**src/rtl/mdu_pkg.sv**
```systemverilog
// mdu_pkg: MDU op-code encoding, controller state type and op-class helpers.
package mdu_pkg;
    localparam logic [3:0] OP_NONE  = 4'd0;
    localparam logic [3:0] OP_MULT  = 4'd1;
    localparam logic [3:0] OP_MULTU = 4'd2;
    localparam logic [3:0] OP_DIV   = 4'd3;
    localparam logic [3:0] OP_DIVU  = 4'd4;
    localparam logic [3:0] OP_MFHI  = 4'd5;
    localparam logic [3:0] OP_MFLO  = 4'd6;
    localparam logic [3:0] OP_MTHI  = 4'd7;
    localparam logic [3:0] OP_MTLO  = 4'd8;

    typedef enum logic [1:0] {ST_IDLE, ST_MULT, ST_DIV} mdu_state_t;

    function automatic logic is_mult_op(input logic [3:0] op);
        return op == OP_MULT || op == OP_MULTU;
    endfunction

    function automatic logic is_start_op(input logic [3:0] op);
        return is_mult_op(op) || op == OP_DIV || op == OP_DIVU;
    endfunction
endpackage

```
**src/rtl/mdu_latency_counter.sv**
```systemverilog
// mdu_latency_counter: loadable 4-bit down-counter with zero detect for MDU latency.
module mdu_latency_counter (
    input  logic       clk,
    input  logic       reset,
    input  logic       load,
    input  logic [3:0] load_val,
    input  logic       en,
    output logic       zero
);
    logic [3:0] cnt;
    always_ff @(posedge clk) begin
        if (reset)
            cnt <= 4'd0;
        else if (load)
            cnt <= load_val;
        else if (en && cnt != 4'd0)
            cnt <= cnt - 4'd1;
    end
    assign zero = cnt == 4'd0;
endmodule

```
**src/rtl/mdu_issue_ctrl.sv**
```systemverilog
// mdu_issue_ctrl: issues E-stage MDU ops, tracks mult/div busy and stalls D-stage MDU users.
// Define MDU_ISSUE_PERF_EN to add the saturating stall_cycles performance counter.
module mdu_issue_ctrl
    import mdu_pkg::*;
#(
    parameter int MULT_CYCLES = 5,
    parameter int DIV_CYCLES  = 10
) (
    input  logic       clk,
    input  logic       reset,
    input  logic       req,
    input  logic       e_valid,
    input  logic [3:0] e_op,
    input  logic       d_md_use,
    output logic [3:0] mdu_op,
    output logic       mdu_start,
    output logic       mdu_busy,
    output logic       stall_d,
    output logic       proto_err
`ifdef MDU_ISSUE_PERF_EN
    ,
    output logic [31:0] stall_cycles
`endif
);
    mdu_state_t state;
    logic       active, issue, cnt_zero;

    // Outputs are masked by reset so nothing leaks out while state is being cleared.
    assign active    = state != ST_IDLE;
    assign issue     = e_valid & !req & !active & !reset;
    assign mdu_op    = issue ? e_op : OP_NONE;
    assign mdu_start = issue & is_start_op(e_op);
    assign mdu_busy  = active & !reset;
    assign stall_d   = d_md_use & (mdu_busy | mdu_start);

    mdu_latency_counter u_cnt (
        .clk      (clk),
        .reset    (reset),
        .load     (mdu_start),
        .load_val (is_mult_op(e_op) ? 4'(MULT_CYCLES - 1) : 4'(DIV_CYCLES - 1)),
        .en       (active),
        .zero     (cnt_zero)
    );

    always_ff @(posedge clk) begin
        if (reset) begin
            state     <= ST_IDLE;
            proto_err <= 1'b0;
        end else begin
            if (mdu_start)
                state <= is_mult_op(e_op) ? ST_MULT : ST_DIV;
            else if (active && cnt_zero)
                state <= ST_IDLE;
            if (active && e_valid && is_start_op(e_op))
                proto_err <= 1'b1;
        end
    end

`ifdef MDU_ISSUE_PERF_EN
    always_ff @(posedge clk) begin
        if (reset)
            stall_cycles <= 32'd0;
        else if (stall_d && stall_cycles != 32'hFFFF_FFFF)
            stall_cycles <= stall_cycles + 32'd1;
    end
`endif
endmodule

```
**config.mk**
```make
export PLATFORM = sky130hd
export DESIGN_NAME = mdu_issue_ctrl
export DESIGN_NICKNAME = d
export VERILOG_FILES = /design/src/rtl/mdu_pkg.sv /design/src/rtl/mdu_latency_counter.sv /design/src/rtl/mdu_issue_ctrl.sv
export SDC_FILE = /design/constraint.sdc
export NUM_CORES = 1
export LEC_CHECK = 0
export BUFFER_PORTS_ARGS = -buffer_cell sky130_fd_sc_hd__buf_2
export CAP_MARGIN = 20
export CORE_AREA = 2 2 39 41
export DETAILED_ROUTE_END_ITERATION = 12
export DIE_AREA = 0 0 41 43
export PLACE_DENSITY = 0.68
export SLEW_MARGIN = 20
export SYNTH_ARGS = -nofsm -noshare
export SYNTH_HDL_FRONTEND = slang
export SYNTH_HIERARCHICAL = 1
export SYNTH_SLANG_ARGS = --single-unit
```
**constraint.sdc**
```tcl
create_clock -name clk -period 3.6 [get_ports clk]
set_clock_uncertainty 0.2 [all_clocks]
set_input_delay 0.36 -clock clk [delete_from_list [all_inputs] [get_ports clk]]
set_output_delay 0.36 -clock clk [all_outputs]
set_load 0.005 [all_outputs]
```
=== Word level (Yosys, flattened, before mapping) ===
Index checks and enable logic that the tools add are counted.

* Register bits after elaboration: 7
* Input bits: 9

* Mux-type cells: 7
* Bitwise logic cells: 7
* Reduce and logical (&&, ||, !) cells: 15
* Add/sub/neg operators: 1
* Equal/unequal tests: 4

{| class="wikitable"
|+ Operators with widths
! cell !! number
|-
| $mux 4 || 4
|-
| $eq 4x2->1 const B || 2
|-
| $and 1x1->1 || 6
|-
| $mux 2 || 3
|-
| $reduce_bool 2->1 || 3
|-
| $eq 4x1->1 const B || 1
|-
| $eq 4x3->1 const B || 1
|-
| $logic_and 1x1->1 || 4
|-
| $logic_not 4->1 || 1
|-
| $reduce_bool 4->1 || 1
|-
| $sub 4x1->4 const B || 1
|-
| $logic_not 1->1 || 3
|-
| $logic_or 1x1->1 || 3
|-
| $or 1x1->1 || 1
|}

=== Logic depth before layout (Yosys ltp) ===
Gate-level depths: netlist of run 1.

* Depth after elaboration: 7
* Depth in mapped cells: 7

=== Modules after synthesis ===
The synthesis of run 1 kept the hierarchy.

{| class="wikitable"
|+ Modules (own cells, without submodules)
! module !! times used !! cells each !! area an instance (um^2)
|-
| mdu_latency_counter || 1 || 29 || 262.8
|-
| mdu_issue_ctrl || 1 || 26 || 227.7
|}

=== Least setup slack after synthesis of run 1 ===
No wires, ideal clock.

* Path type: flip-flop to flip-flop
* Start point: register state[1]
* End point: register u_cnt.cnt[1]
* Buffers on the path: 0
* Stages on the path, launching flop included: 6
* Arrival: 1.525 ns
* Setup slack: 1.753 ns
* Required time: 3.278 ns
* Clock period less this slack: 1.847 ns
* Path through: dfxtp_1 or2_4 nor4b_4 and3_4 nor3_1 a311o_1

* Cells in the longest elaborated chain, start to end: 6
* Elaborated cells on any way between the ends: 8
* Those cells by class: 1 x mux; 3 x bitwise; 4 x reduce/logical

{| class="wikitable"
|+ RTL lines
! item !! RTL line !! RTL
|-
| from (decl) || mdu_issue_ctrl.sv:25 || <nowiki>mdu_state_t state;</nowiki>
|-
| from (signal assigned) || mdu_issue_ctrl.sv:51 || <nowiki>state <= is_mult_op(e_op) ? ST_MULT : ST_DIV;</nowiki>
|-
| $reduce_bool 2->1 (*) || mdu_issue_ctrl.sv:29 || <nowiki>assign active = state != ST_IDLE;</nowiki>
|-
| via active || mdu_issue_ctrl.sv:26 || <nowiki>logic active, issue, cnt_zero;</nowiki>
|-
| $logic_not 1->1 (*) || mdu_issue_ctrl.sv:30 || <nowiki>assign issue = e_valid & !req & !active & !reset;</nowiki>
|-
| $and 1x1->1 (*) (2 in series) || mdu_issue_ctrl.sv:30 ||
|-
| $and 1x1->1 (*) || mdu_issue_ctrl.sv:32 || <nowiki>assign mdu_start = issue & is_start_op(e_op);</nowiki>
|-
| via mdu_start || mdu_issue_ctrl.sv:16 || <nowiki>output logic mdu_start,</nowiki>
|-
| $mux 4 / $reduce_bool 2->1 (equally long branches) || -- ||
|-
| to (signal assigned) || mdu_latency_counter.sv:15 || <nowiki>cnt <= load_val;</nowiki>
|-
| to (signal assigned) || mdu_latency_counter.sv:17 || <nowiki>cnt <= cnt - 4'd1;</nowiki>
|-
| to (decl) || mdu_latency_counter.sv:10 || <nowiki>logic [3:0] cnt;</nowiki>
|}

Mark *: on every way through the listed nets, which the timed path passes. The rest lies on a longest branch.
A chain may end at the register's enable or synchronous reset.

=== Worst setup path in the final report of run 1 ===
* Start point: register state[1]
* End point: output port stall_d

* Cells in the longest elaborated chain, start to end: 7
* Elaborated cells on any way between the ends: 8
* Those cells by class: 6 x bitwise; 2 x reduce/logical

{| class="wikitable"
|+ RTL lines
! item !! RTL line !! RTL
|-
| $reduce_bool 2->1 (*) || mdu_issue_ctrl.sv:29 ||
|-
| via active || mdu_issue_ctrl.sv:26 ||
|-
| $logic_not 1->1 || mdu_issue_ctrl.sv:30 ||
|-
| $and 1x1->1 (2 in series) || mdu_issue_ctrl.sv:30 ||
|-
| $and 1x1->1 || mdu_issue_ctrl.sv:32 ||
|-
| $or 1x1->1 (*) || mdu_issue_ctrl.sv:34 || <nowiki>assign stall_d = d_md_use & (mdu_busy | mdu_start);</nowiki>
|-
| $and 1x1->1 (*) || mdu_issue_ctrl.sv:34 ||
|-
| to (decl) || mdu_issue_ctrl.sv:18 || <nowiki>output logic stall_d,</nowiki>
|}

Marked as above.

==> results of run 1 <==
-- layer usage --
metal / up-vias / global-route usage (%) / wire [um] / part of all wire (%)
li1: 238 / - / - / -
met1: 204 / 19.0 / 485 / 49
met2: 12 / 20.9 / 457 / 46
met3: 2 / 3.14 / 42 / 4.2
met4: 0 / 10.0 / 11 / 1.1
met5: - / 0 / 0 / 0
-- synth_stat cells --
cell type  number  area share (%)
a2111oi_4       1             5.6
a211oi_1        1             1.5
a21o_1          2             3.1
a21oi_1         1             1.0
a311o_1         1             2.0
a311oi_1        2             3.6
a41oi_1         1             1.8
and2_2          4             6.1
and3_4          1             2.3
conb_1          1            0.76
dfxtp_1         7              29
ha_1            1             2.6
inv_1           6             4.6
mux2i_1         1             2.0
nand2_1         3             2.3
nand3_1         1             1.0
nand4b_1        1             1.8
nor2_1          8             6.1
nor2b_1         2             2.6
nor3_1          2             2.0
nor3b_1         1             1.5
nor4b_2         1             3.1
nor4b_4         1             4.8
o21a_1          1             1.5
or2_4           1             1.8
or3b_4          1             2.3
xnor2_1         2             3.6
-- layout make-up --
| type | instances | area, um^2 | share of cell area [%] |
|---|---|---|---|
| inverter | 6 | 22.5 | 3.65 |
| timing repair buffer | 16 | 80.1 | 13.0 |
| clock buffer | 4 | 26.3 | 4.26 |
| multi-input combinational | 42 | 328 | 53.1 |
| tap | 16 | 20.0 | 3.25 |
| sequential | 7 | 140 | 22.7 |
-- critical path, stage by stage, from the launching register on --
cell	delay, ns
dfxtp_1	0.30
or2_4	0.30
nor4b_4	0.33
and3_4	0.31
o21a_1	0.13
buf_2	0.10
-- per-stage QoR --
step | worst slack, ns | instance area (um^2)
after global placement | 1.61 | 591
after floorplan | 1.75 | 490
after CTS | 1.29 | 617
final | 1.32 | 617
after global routing | 1.15 | 617
after detailed placement | 1.56 | 591
-- kinds of logic (layout without fill, tap and decap cells) --
logic type	Yosys count	in the layout	share of synthesized area, %
other	1	1	0.765
buffers and inverters	6	26	4.59
XOR/XNOR	2	2	3.57
AO/OA/AOI/OAI	10	10	20.2
multiplexers	1	1	2.04
AND/OR/NAND/NOR	27	27	37.8
flip-flops	7	7	28.6
adder cells (fa/ha/maj)	1	1	2.55
-- report_power, final --
group	switching [mW]	internal, mW
registers	0.00114	0.0792
logic	0.0171	0.0146
clock network	0.0280	0.0422
total	0.0463	0.136
-- registers in the layout (all words and copies together), names as in the netlist --
register,count
state,2
proto_err,1
u_cnt/cnt,4
-- how the worst max path moves through the flow --
stage / slack (ns) / startpoint / to / cells past startpoint
after detailed placement: 1.56 / reset / stall_d / 5
after global placement: 1.61 / reset / stall_d / 5
after floorplan: 1.75 / state[1] / u_cnt/cnt[1] / 5
after global routing: 1.15 / state[1] / stall_d / 5
final: 1.32 / state[1] / stall_d / 5
after CTS: 1.29 / state[1] / stall_d / 5
==> results by group, run 1 <==
Status
  • Outcome: complete, no violations

Drt
  • Final ANT Viol Nets: 0
  • Initial DRC Count: 6
  • Post-Route WL: 996 um
  • DRT Pass-1 Iters: 4
  • Wire length per cell: 10.9 um
  • Vias per Instance: 5.01
  • Total vias in the final route: between 400 and 500
  • DRC viols: 0

Clock network
  • Maximum root-to-sink buffer count: 2
  • Inserted Clock Buffers: 3
  • Clock slew at reported path FFs: 0.05 ns
  • Setup bufs post-CTS: 0
  • Worst skew pair latency: ~0.25 ns
  • Root buffer cell: clkbuf_4
  • TritonCTS clock tree: yes
  • CTS sink cnt: 7
  • CTS Hold Buffers Added: 0
  • CTS resizes: 0
  • CTS HTree Levels: 1

Critical path
  • Highest net fanout along the worst path: 10
  • WP data required: 3.04 ns
  • Critical Path Start Type: flip-flop
  • Worst R2R End: u_cnt/cnt[1]
  • Worst setup path class: reg2out
  • Worst EP arrival: around 1.7 ns
  • Kind of end point of the critical path: output port
  • Worst reg-to-reg setup slack: 1.63 ns
  • RR Startpoint: state[1]
  • Reg2Reg Depth: 5

Min path
  • Worst hold endpoint: proto_err
  • Startpoint of the worst hold path: e_valid
  • Hold path depth: 3
  • HP Class: in2reg

Placed design
  • Gp weighted congestion: 0.657
  • Inst Count DP: slightly below 90
  • Port bufs: 16
  • Hpwl dp: 736 um

Floorplan
  • Starting Density: between 30% and 40%
  • Horiz. Die Dim: between 40 and 50 um
  • # IOs: 17
  • Die height: 43 um
  • Die Area: 0.00176 mm^2
  • Core area: 0.00138 mm^2
  • Site row count: 14

Pwr
  • Pleak: 0.262 nW
  • PD cells: 296 mW/mm^2
  • Overall power: approximately 0.18 mW
  • Maximum VDD drop: between 0.0002 and 0.00025 V

Global routing
  • Total global-route track usage: 14.7%
  • Largest net degree at the start of global routing: 12
  • Grt total ovfl: 0
  • First-pass GRT wire length: 1.73 mm
  • Vias in the first global route: 414
  • Initial antenna violation count: 0

Yosys
  • Synth unique cells: 27
  • #FFs+latches synth: 7
  • Syn Std Cell Area: 490 um^2
  • Syn nets: 65
  • Synth Instances: 55
  • Synth Warn #: 6
  • Post-synthesis sequential area ratio: 28.6%
  • Avg Inst Size Synth: between 8 and 9 um^2

STA
  • Unrepaired setup endpoints after global routing: no
  • Min Tclk post-route: 2.28 ns
  • Final Max Slew Viols: 0
  • Setup-failing EPs final: 0
  • Hold WS: 0.200 ns
  • Final hold vios: 0
  • Setup TNS: 0 ns
  • Max Fclk: 438 MHz
  • Final worst-path cycle share: 63.4%

Run
  • Maxcap violations: 0

Finish
  • Fillers: 137
  • Fin cells: 91
  • # diodes: 0
  • Most common cell after layout, fill and taps aside: buf_2
  • Final nets: 86
  • Most frequent cells in the layout: 16 x buf_2, 8 x nor2_1, 7 x dfxtp_1, 6 x inv_1, 4 x and2_2
  • Layout cells sized above 1: 38.7%
  • Area Overhead vs Synth: 25.8%
  • Layout Utilization: 44.6%
(Power assumes the default switching activity.)
==> run 2: changes to the inputs <==
==> constraint.sdc (replaced) <==
create_clock -name clk -period 2.1 [get_ports clk]
set_clock_uncertainty 0.2 [all_clocks]
set_input_delay 0.21 -clock clk [delete_from_list [all_inputs] [get_ports clk]]
set_output_delay 0.21 -clock clk [all_outputs]
set_load 0.005 [all_outputs]
==> run 2 against run 1 <==
Global-route usage rose by 0.68 points; final area rose by 3.7%; via count rose by 5.3%; clock-buffer cell count did not move; die area did not move; flip-flop and latch count did not move; clock power rose by 88%; critical path depth did not move; critical path type unchanged; largest power group unchanged.
==> results by group, run 2 (same netlist as run 1, synthesis figures left out) <==
Status
  • Outcome: complete, no violations

Floorplan
  • Starting Density: 35.4% (unchanged)
  • Core area: 0.00138 mm^2 (unchanged)
  • Horiz. Die Dim: 41 um (unchanged)
  • Die height: 43 um (unchanged)
  • Die Area: 0.00176 mm^2 (unchanged)
  • Site row count: 14 (unchanged)
  • # IOs: 17 (unchanged)

Drt
  • Wire length per cell: 12.2 um (+12%)
  • Total vias in the final route: 480 (+5.3%)
  • DR top layer: met4
  • Initial DRC Count: 7 (+1)
  • DRT Pass-1 Iters: 4 (unchanged)
  • Final ANT Viol Nets: 0 (unchanged)
  • Routed wl met2: 530 um (+16%)
  • Vias per Instance: 5.11 (+1.9%)
  • Post-Route WL: 1.15 mm (+16%)
  • Met3 WL post-DR: 77 um (+83%)
  • DRC viols: 0 (unchanged)
  • Wl on met1: 516 um (+6.4%)

Critical path
  • Crit path launch: state[1]
  • Worst setup path class: reg2out
  • Worst EP arrival: 1.60 ns (-0.12 ns)
  • Worst R2R End: u_cnt/cnt[1]
  • RR Startpoint: state[1]
  • Worst reg-to-reg setup slack: 0.17 ns (-1.46 ns)
  • WP data required: 1.69 ns (-1.35 ns)
  • Slowest-stage cell, CP: dfxtp_1
  • Crit path cell chain: or2_4 -> nor4b_4 -> and3_4 -> o21a_1 -> buf_2
  • Critical Path Start Type: flip-flop
  • Kind of end point of the critical path: output port
  • Highest net fanout along the worst path: 10 (unchanged)
  • Critical path's largest stage delay: 0.31 ns (-0.02 ns)
  • Reg2Reg Depth: 6 (+1)

Finish
  • Top Registers: u_cnt/cnt: 4 flops, state: 2 flops, proto_err: 1 flops
  • Most frequent cells in the layout: 16 x buf_2, 8 x nor2_1, 7 x dfxtp_1, 6 x inv_1, 4 x and2_2
  • Most common cell after layout, fill and taps aside: buf_2
  • Fillers: 141 (+2.9%)
  • # diodes: 0 (unchanged)
  • Largest register FFs: 4 (unchanged)
  • Multi-input gate area in the final layout: 328 um^2 (unchanged)
  • Layout cells sized above 1: 41.0% (+2.4 points)
  • Area Overhead vs Synth: 30.4%
  • Biggest register: u_cnt/cnt
  • Final nets: 89 (+3.5%)
  • Fin cells: 94 (+3.3%)
  • Reg area: 140 um^2 (unchanged)

STA
  • Unrepaired setup endpoints after global routing: no
  • Fin worst setup slack: 0.0936 ns (-1.22 ns)
  • Final worst-path cycle share: 95.5%
  • Setup-failing EPs final: 0 (unchanged)
  • Setup TNS: 0 ns (unchanged)
  • Final Max Slew Viols: 0 (unchanged)
  • Max Fclk: 498 MHz
  • Final hold vios: 0 (unchanged)
  • Min Tclk post-route: 2.01 ns

Pwr
  • Overall power: 0.327 mW (+79%)
  • Maximum VDD drop: 0.000292 V (+43%)
  • PD cells: 512 mW/mm^2 (+73%)
  • Pleak: 0.278 nW (+6.2%)

Clock network
  • CTS HTree Levels: 1 (unchanged)
  • TritonCTS clock tree: yes
  • Root buffer cell: clkbuf_4
  • Maximum root-to-sink buffer count: 2 (unchanged)
  • Inserted Clock Buffers: 3 (unchanged)
  • CTS sink cnt: 7 (unchanged)
  • CTS Hold Buffers Added: 0 (unchanged)
  • Clock slew at reported path FFs: 0.05 ns (about the same)
  • CTS resizes: 0 (unchanged)
  • Worst skew pair latency: 0.26 ns (about the same)
  • Setup bufs post-CTS: 0 (unchanged)

Placed design
  • Gp weighted congestion: 0.684 (+4.1%)
  • Port bufs: 16 (unchanged)
  • Inst Count DP: 88 (+1.1%)
  • Setup WS pre-CTS: 0.245 ns (-1.32 ns)
  • Hpwl dp: 788 um (+7.1%)

Global routing
  • First-pass GRT wire length: 1.74 mm (+0.75%)
  • Vias in the first global route: 441 (+6.5%)
  • Initial antenna violation count: 0 (unchanged)
  • Total global-route track usage: 15.4% (+0.68 points)
  • Grt total ovfl: 0 (unchanged)
  • Largest net degree at the start of global routing: 12 (unchanged)

Min path
  • HP Class: in2reg
  • Startpoint of the worst hold path: e_valid
  • Worst hold endpoint: proto_err
  • Hold path depth: 3 (unchanged)

Run
  • Maxcap violations: 0 (unchanged)
[run 2: cell types whose count changed in the layout (fill, tap and decap cells not counted), sizes merged]
cell | before | now
buf | 16 | 19
[run 2: layout make-up]
| cell class | count | share of cell area, % |
|---|---|---|
| well taps | 16 | 3.13 |
| multi-input cells | 42 | 51.3 |
| flip-flops and latches | 7 | 21.9 |
| repair buffers | 19 | 16.0 |
| inverters | 6 | 3.52 |
| clock buffers | 4 | 4.11 |
[run 2: report_power, final]
| group | switching, mW | total [mW] | internal, mW | leakage [nW] |
|---|---|---|---|---|
| sequential | 0.00220 | 0.138 | 0.136 | 0.0566 |
| clock | 0.0587 | 0.132 | 0.0731 | 0.0150 |
| combinational | 0.0305 | 0.0574 | 0.0269 | 0.206 |
| total | 0.0914 | 0.327 | 0.236 | 0.278 |
[run 2: per-stage QoR]
stage | utilization, % | hold slack, ns | cell area, um^2
5_1_grt | 46.2 | 0.0605 | 639
2_1_floorplan | - | 0.0821 | 490
4_1_cts | 45.1 | 0.0339 | 624
3_3_place_gp | 43.2 | 0.259 | 598
3_5_place_dp | 43.2 | 0.265 | 598
6_report | 46.2 | 0.0344 | 639
[run 2: metal layers]
layer | global-route usage, % | up-vias
li1 | - | 238
met1 | 14.9 | 218
met2 | 24.1 | 18
met3 | 7.85 | 6
met4 | 10.0 | 0
met5 | 0 | -
[run 2: worst max-delay path by stage]
stage	end	depth (start not counted)
2_1_floorplan	u_cnt/cnt[1]	5
3_3_place_gp	u_cnt/cnt[1]	5
3_5_place_dp	u_cnt/cnt[1]	5
4_1_cts	stall_d	5
5_1_grt	stall_d	5
6_report	stall_d	5
[run 2: worst max-delay path, delay by kind of cell (launching register included)]
family / cells / cell delay, ns
DFF: 1 / 0.31
AOI/OAI and AO/OA: 1 / 0.12
and+or+nand+nor: 3 / 0.81
buffers and inverters: 1 / 0.10
==> run 3: changes to the inputs <==
--- a/config.mk
+++ b/config.mk
@@ -11,8 +11,8 @@
 export DETAILED_ROUTE_END_ITERATION = 12
 export DIE_AREA = 0 0 41 43
 export PLACE_DENSITY = 0.68
+export RECOVER_POWER = 50
 export SLEW_MARGIN = 20
 export SYNTH_ARGS = -nofsm -noshare
 export SYNTH_HDL_FRONTEND = slang
-export SYNTH_HIERARCHICAL = 1
 export SYNTH_SLANG_ARGS = --single-unit
==> constraint.sdc (replaced) <==
create_clock -name clk -period 1.7 [get_ports clk]
set_clock_uncertainty 0.2 [all_clocks]
set_input_delay 0.17 -clock clk [delete_from_list [all_inputs] [get_ports clk]]
set_output_delay 0.17 -clock clk [all_outputs]
set_load 0.005 [all_outputs]
==> run 3 against run 2 <==
The run now ends with negative setup slack left; global-route usage up 1.8 points; worst hold slack better by 0.047 ns; final area up 14%; critical path type is now reg2reg; largest cell class unchanged.
==> results by group, run 3 <==
Placed design
  • Dpl cell area: 588 um^2 (-1.7%)
  • Port bufs: 16 (unchanged)
  • Gp weighted congestion: 0.766 (+12%)
  • Hpwl dp: 840 um (+6.6%)

STA
  • Max Fclk: 581 MHz
  • Slew margin rel.: 70.4%
  • Worst Max-Slew Pin Slew: 0.440 ns
  • Final worst-path cycle share: 101%
  • Unrepaired setup endpoints after global routing: yes
  • Min Tclk post-route: 1.72 ns
  • Final hold vios: 0 (unchanged)
  • Hold WS: 0.0819 ns (+0.0474 ns)
  • Final Max Slew Viols: 0 (unchanged)
  • Setup-failing EPs final: 1 (+1)
  • Fin worst setup slack: -0.0212 ns (-0.115 ns)

Yosys
  • Synth unique cells: 30 (+11%)
  • Area leader, netlist: dfxtp_1
  • Ys flop type: dfxtp_1
  • Syn Std Cell Area: 467 um^2 (-4.8%)
  • Post-synth EDFFs: 0 (unchanged)
  • Post-synth top area share: 30.0% (+1.5 points)
  • Synth Instances: 52 (-5.5%)
  • Avg Inst Size Synth: 8.97 um^2 (+0.64%)
  • Syn nets: 62 (-4.6%)
  • Synth Warn #: 0 (-6)
  • Post-synthesis sequential area ratio: 30.0% (+1.5 points)
  • Post-synth ARST share: 0% (unchanged)
  • Top cells by area, synth: dfxtp_1 30%, and2_1 5.4%, buf_6 4.8%
  • #FFs+latches synth: 7 (unchanged)
  • Commonest cells in the netlist: 7 x dfxtp_1, 5 x nor2_1, 4 x and2_1
  • Most frequent cell after synthesis: dfxtp_1

Finish
  • Fillers: 129 (-8.5%)
  • Design area: 727 um^2 (+14%)
  • Area Overhead vs Synth: 55.8%
  • Largest register FFs: 4 (unchanged)
  • Most common cell after layout, fill and taps aside: buf_2
  • Layout Utilization: 52.5% (+6.3 points)
  • Top Registers: u_cnt.cnt: 4 flops, state: 2 flops, proto_err: 1 flops
  • Most frequent cells in the layout: 16 x buf_2, 9 x buf_4, 5 x nor2_1, 5 x dfxtp_1, 4 x and2_1
  • Layout cells sized above 1: 56.6% (+16 points)
  • Final nets: 94 (+5.6%)
  • Biggest register: u_cnt.cnt
  • # diodes: 0 (unchanged)

Status
  • Outcome: complete, but fails checks
  • Failing checks: negative setup slack

Min path
  • Hold path depth: 3 (unchanged)
  • Startpoint of the worst hold path: reset
  • Worst hold endpoint: u_cnt.cnt[0]
  • HP Class: in2reg

Clock network
  • CTS sink cnt: 7 (unchanged)
  • Maximum root-to-sink buffer count: 2 (unchanged)
  • CTS HTree Levels: 1 (unchanged)
  • Root buffer cell: clkbuf_4
  • Worst skew pair latency: 0.25 ns (about the same)
  • TritonCTS clock tree: yes
  • Clock slew at reported path FFs: 0.05 ns (about the same)
  • Inserted Clock Buffers: 3 (unchanged)

Critical path
  • WP data required: 1.68 ns (about the same)
  • Slowest-stage cell, CP: or3b_4
  • Worst EP arrival: 1.70 ns (+0.10 ns)
  • Critical path's largest stage delay: 0.39 ns (+0.08 ns)
  • Worst reg-to-reg setup slack: -0.02 ns (-0.19 ns)
  • RR Startpoint: u_cnt.cnt[1]
  • Kind of end point of the critical path: flip-flop
  • Worst R2R End: u_cnt.cnt[1]
  • Crit path cell chain: inv_2 -> ha_4 -> or3b_4 -> o21ai_4 -> mux2_4 -> nor3_2
  • Reg2Reg Depth: 6 (unchanged)
  • Critical Path Start Type: flip-flop
  • Worst setup path class: reg2reg
  • Highest net fanout along the worst path: 2 (-8)

Floorplan
  • Core area: 0.00138 mm^2 (unchanged)
  • Horiz. Die Dim: 41 um (unchanged)
  • Starting Density: 33.7% (-1.7 points)
  • Die Area: 0.00176 mm^2 (unchanged)
  • Site row count: 14 (unchanged)
  • # IOs: 17 (unchanged)
  • Die height: 43 um (unchanged)

Pwr
  • Pleak: 0.326 nW (+17%)
  • PD cells: 548 mW/mm^2 (+7.1%)
  • Flop pwr share: 42.0% (about the same)
  • Clk pwr share: 37.9% (-2.4 points)
  • Combinational power share: 20.1% (+2.6 points)
  • Maximum VDD drop: 0.000300 V (+2.8%)
  • Cell-internal power: 0.297 mW (+26%)
  • Sw Pwr: 0.102 mW (+11%)
  • Sw Share: 25.5% (-2.5 points)

Drt
  • DRT Pass-1 Iters: 4 (unchanged)
  • DRC viols: 0 (unchanged)
  • Initial DRC Count: 10 (+3)
  • Total vias in the final route: 509 (+6.0%)
  • Vias per Instance: 5.14 (+0.69%)
  • Final ANT Viol Nets: 0 (unchanged)
  • Wire length per cell: 13.3 um (+8.2%)
  • Post-Route WL: 1.31 mm (+14%)

Global routing
  • First-pass GRT wire length: 1.97 mm (+14%)
  • Total global-route track usage: 17.2% (+1.8 points)
  • Largest net degree at the start of global routing: 9 (-3)
  • Vias in the first global route: 505 (+15%)
  • Initial antenna violation count: 0 (unchanged)
  • Grt total ovfl: 0 (unchanged)

Run
  • Maxcap violations: 0 (unchanged)
[run 3: kinds of logic (layout without fill, tap and decap cells)]
kind of cell / after synthesis / count (layout) / share of synthesized area [%]
adder cells (fa/ha/maj): 1 / 1 / 2.68
AO/OA/AOI/OAI: 12 / 12 / 20.6
multiplexers: 2 / 2 / 4.56
AND/OR/NAND/NOR: 22 / 22 / 30.3
flip-flops: 7 / 7 / 30.0
buffers and inverters: 6 / 37 / 8.04
XOR/XNOR: 2 / 2 / 3.75
[run 3: power groups by stage]
stage                     clock network [mW]  logic [mW]  registers [mW]
after floorplan                            0      0.0409           0.172
after global placement                     0      0.0652           0.173
after detailed placement                   0      0.0667           0.173
after CTS                              0.156      0.0755           0.170
after global routing                   0.174      0.0870           0.167
final                                  0.151      0.0800           0.167
[run 3: how the worst max path moves through the flow]
stage                            start            to
after floorplan           u_cnt.cnt[0]  u_cnt.cnt[1]
after global placement    u_cnt.cnt[0]  u_cnt.cnt[1]
after detailed placement  u_cnt.cnt[1]  u_cnt.cnt[1]
after CTS                 u_cnt.cnt[0]  u_cnt.cnt[1]
after global routing      u_cnt.cnt[1]  u_cnt.cnt[1]
final                     u_cnt.cnt[1]  u_cnt.cnt[1]
[run 3: metal layers]
layer  global-route usage [%]  up-vias  wire length [um]
met2                     26.9       32               675
met4                     12.7        0                57
met5                        0        -                 0
li1                         -      242                 -
met1                     17.3      227               494
met3                     6.81        8                84
[run 3: timing repair]
item | in CTS | in global routing
buffers inserted | 4 | 2
pin swaps | 2 | 3
endpoints found under the setup margin | 2 | 7
resized for setup | 6 | 7
endpoints found under the hold margin | 2 | 0
hold buffers | 2 | 0
[run 3: metrics by stage]
stage	setup slack, ns	total power [mW]	instances	TNS (ns)
floorplan	0.0245	0.213	52	0
global placement	0.00970	0.238	87	0
detailed placement	-0.0638	0.240	87	-0.0638
CTS	0.00302	0.401	97	0
global route	-0.0589	0.428	99	-0.0848
finish	-0.0212	0.398	99	-0.0212
[run 3: final cells by class]
type                            instances  area, um^2  area share, %
Timing Repair Buffer                   29         183           25.1
Inverter                                4        17.5           2.41
Tap cell                               16        20.0           2.75
Sequential cell                         7         148           20.3
Multi-Input combinational cell         39         333           45.8
Clock buffer                            4        26.3           3.61
[run 3: critical path, delay by kind of cell (launching register included)]
| kind | cells | cell delay (ns) |
|---|---|---|
| mux | 1 | 0.32 |
| buf+inv | 1 | 0.09 |
| fa+ha+maj | 1 | 0.14 |
| flops | 1 | 0.32 |
| simple gates | 2 | 0.49 |
| compound gates | 1 | 0.09 |
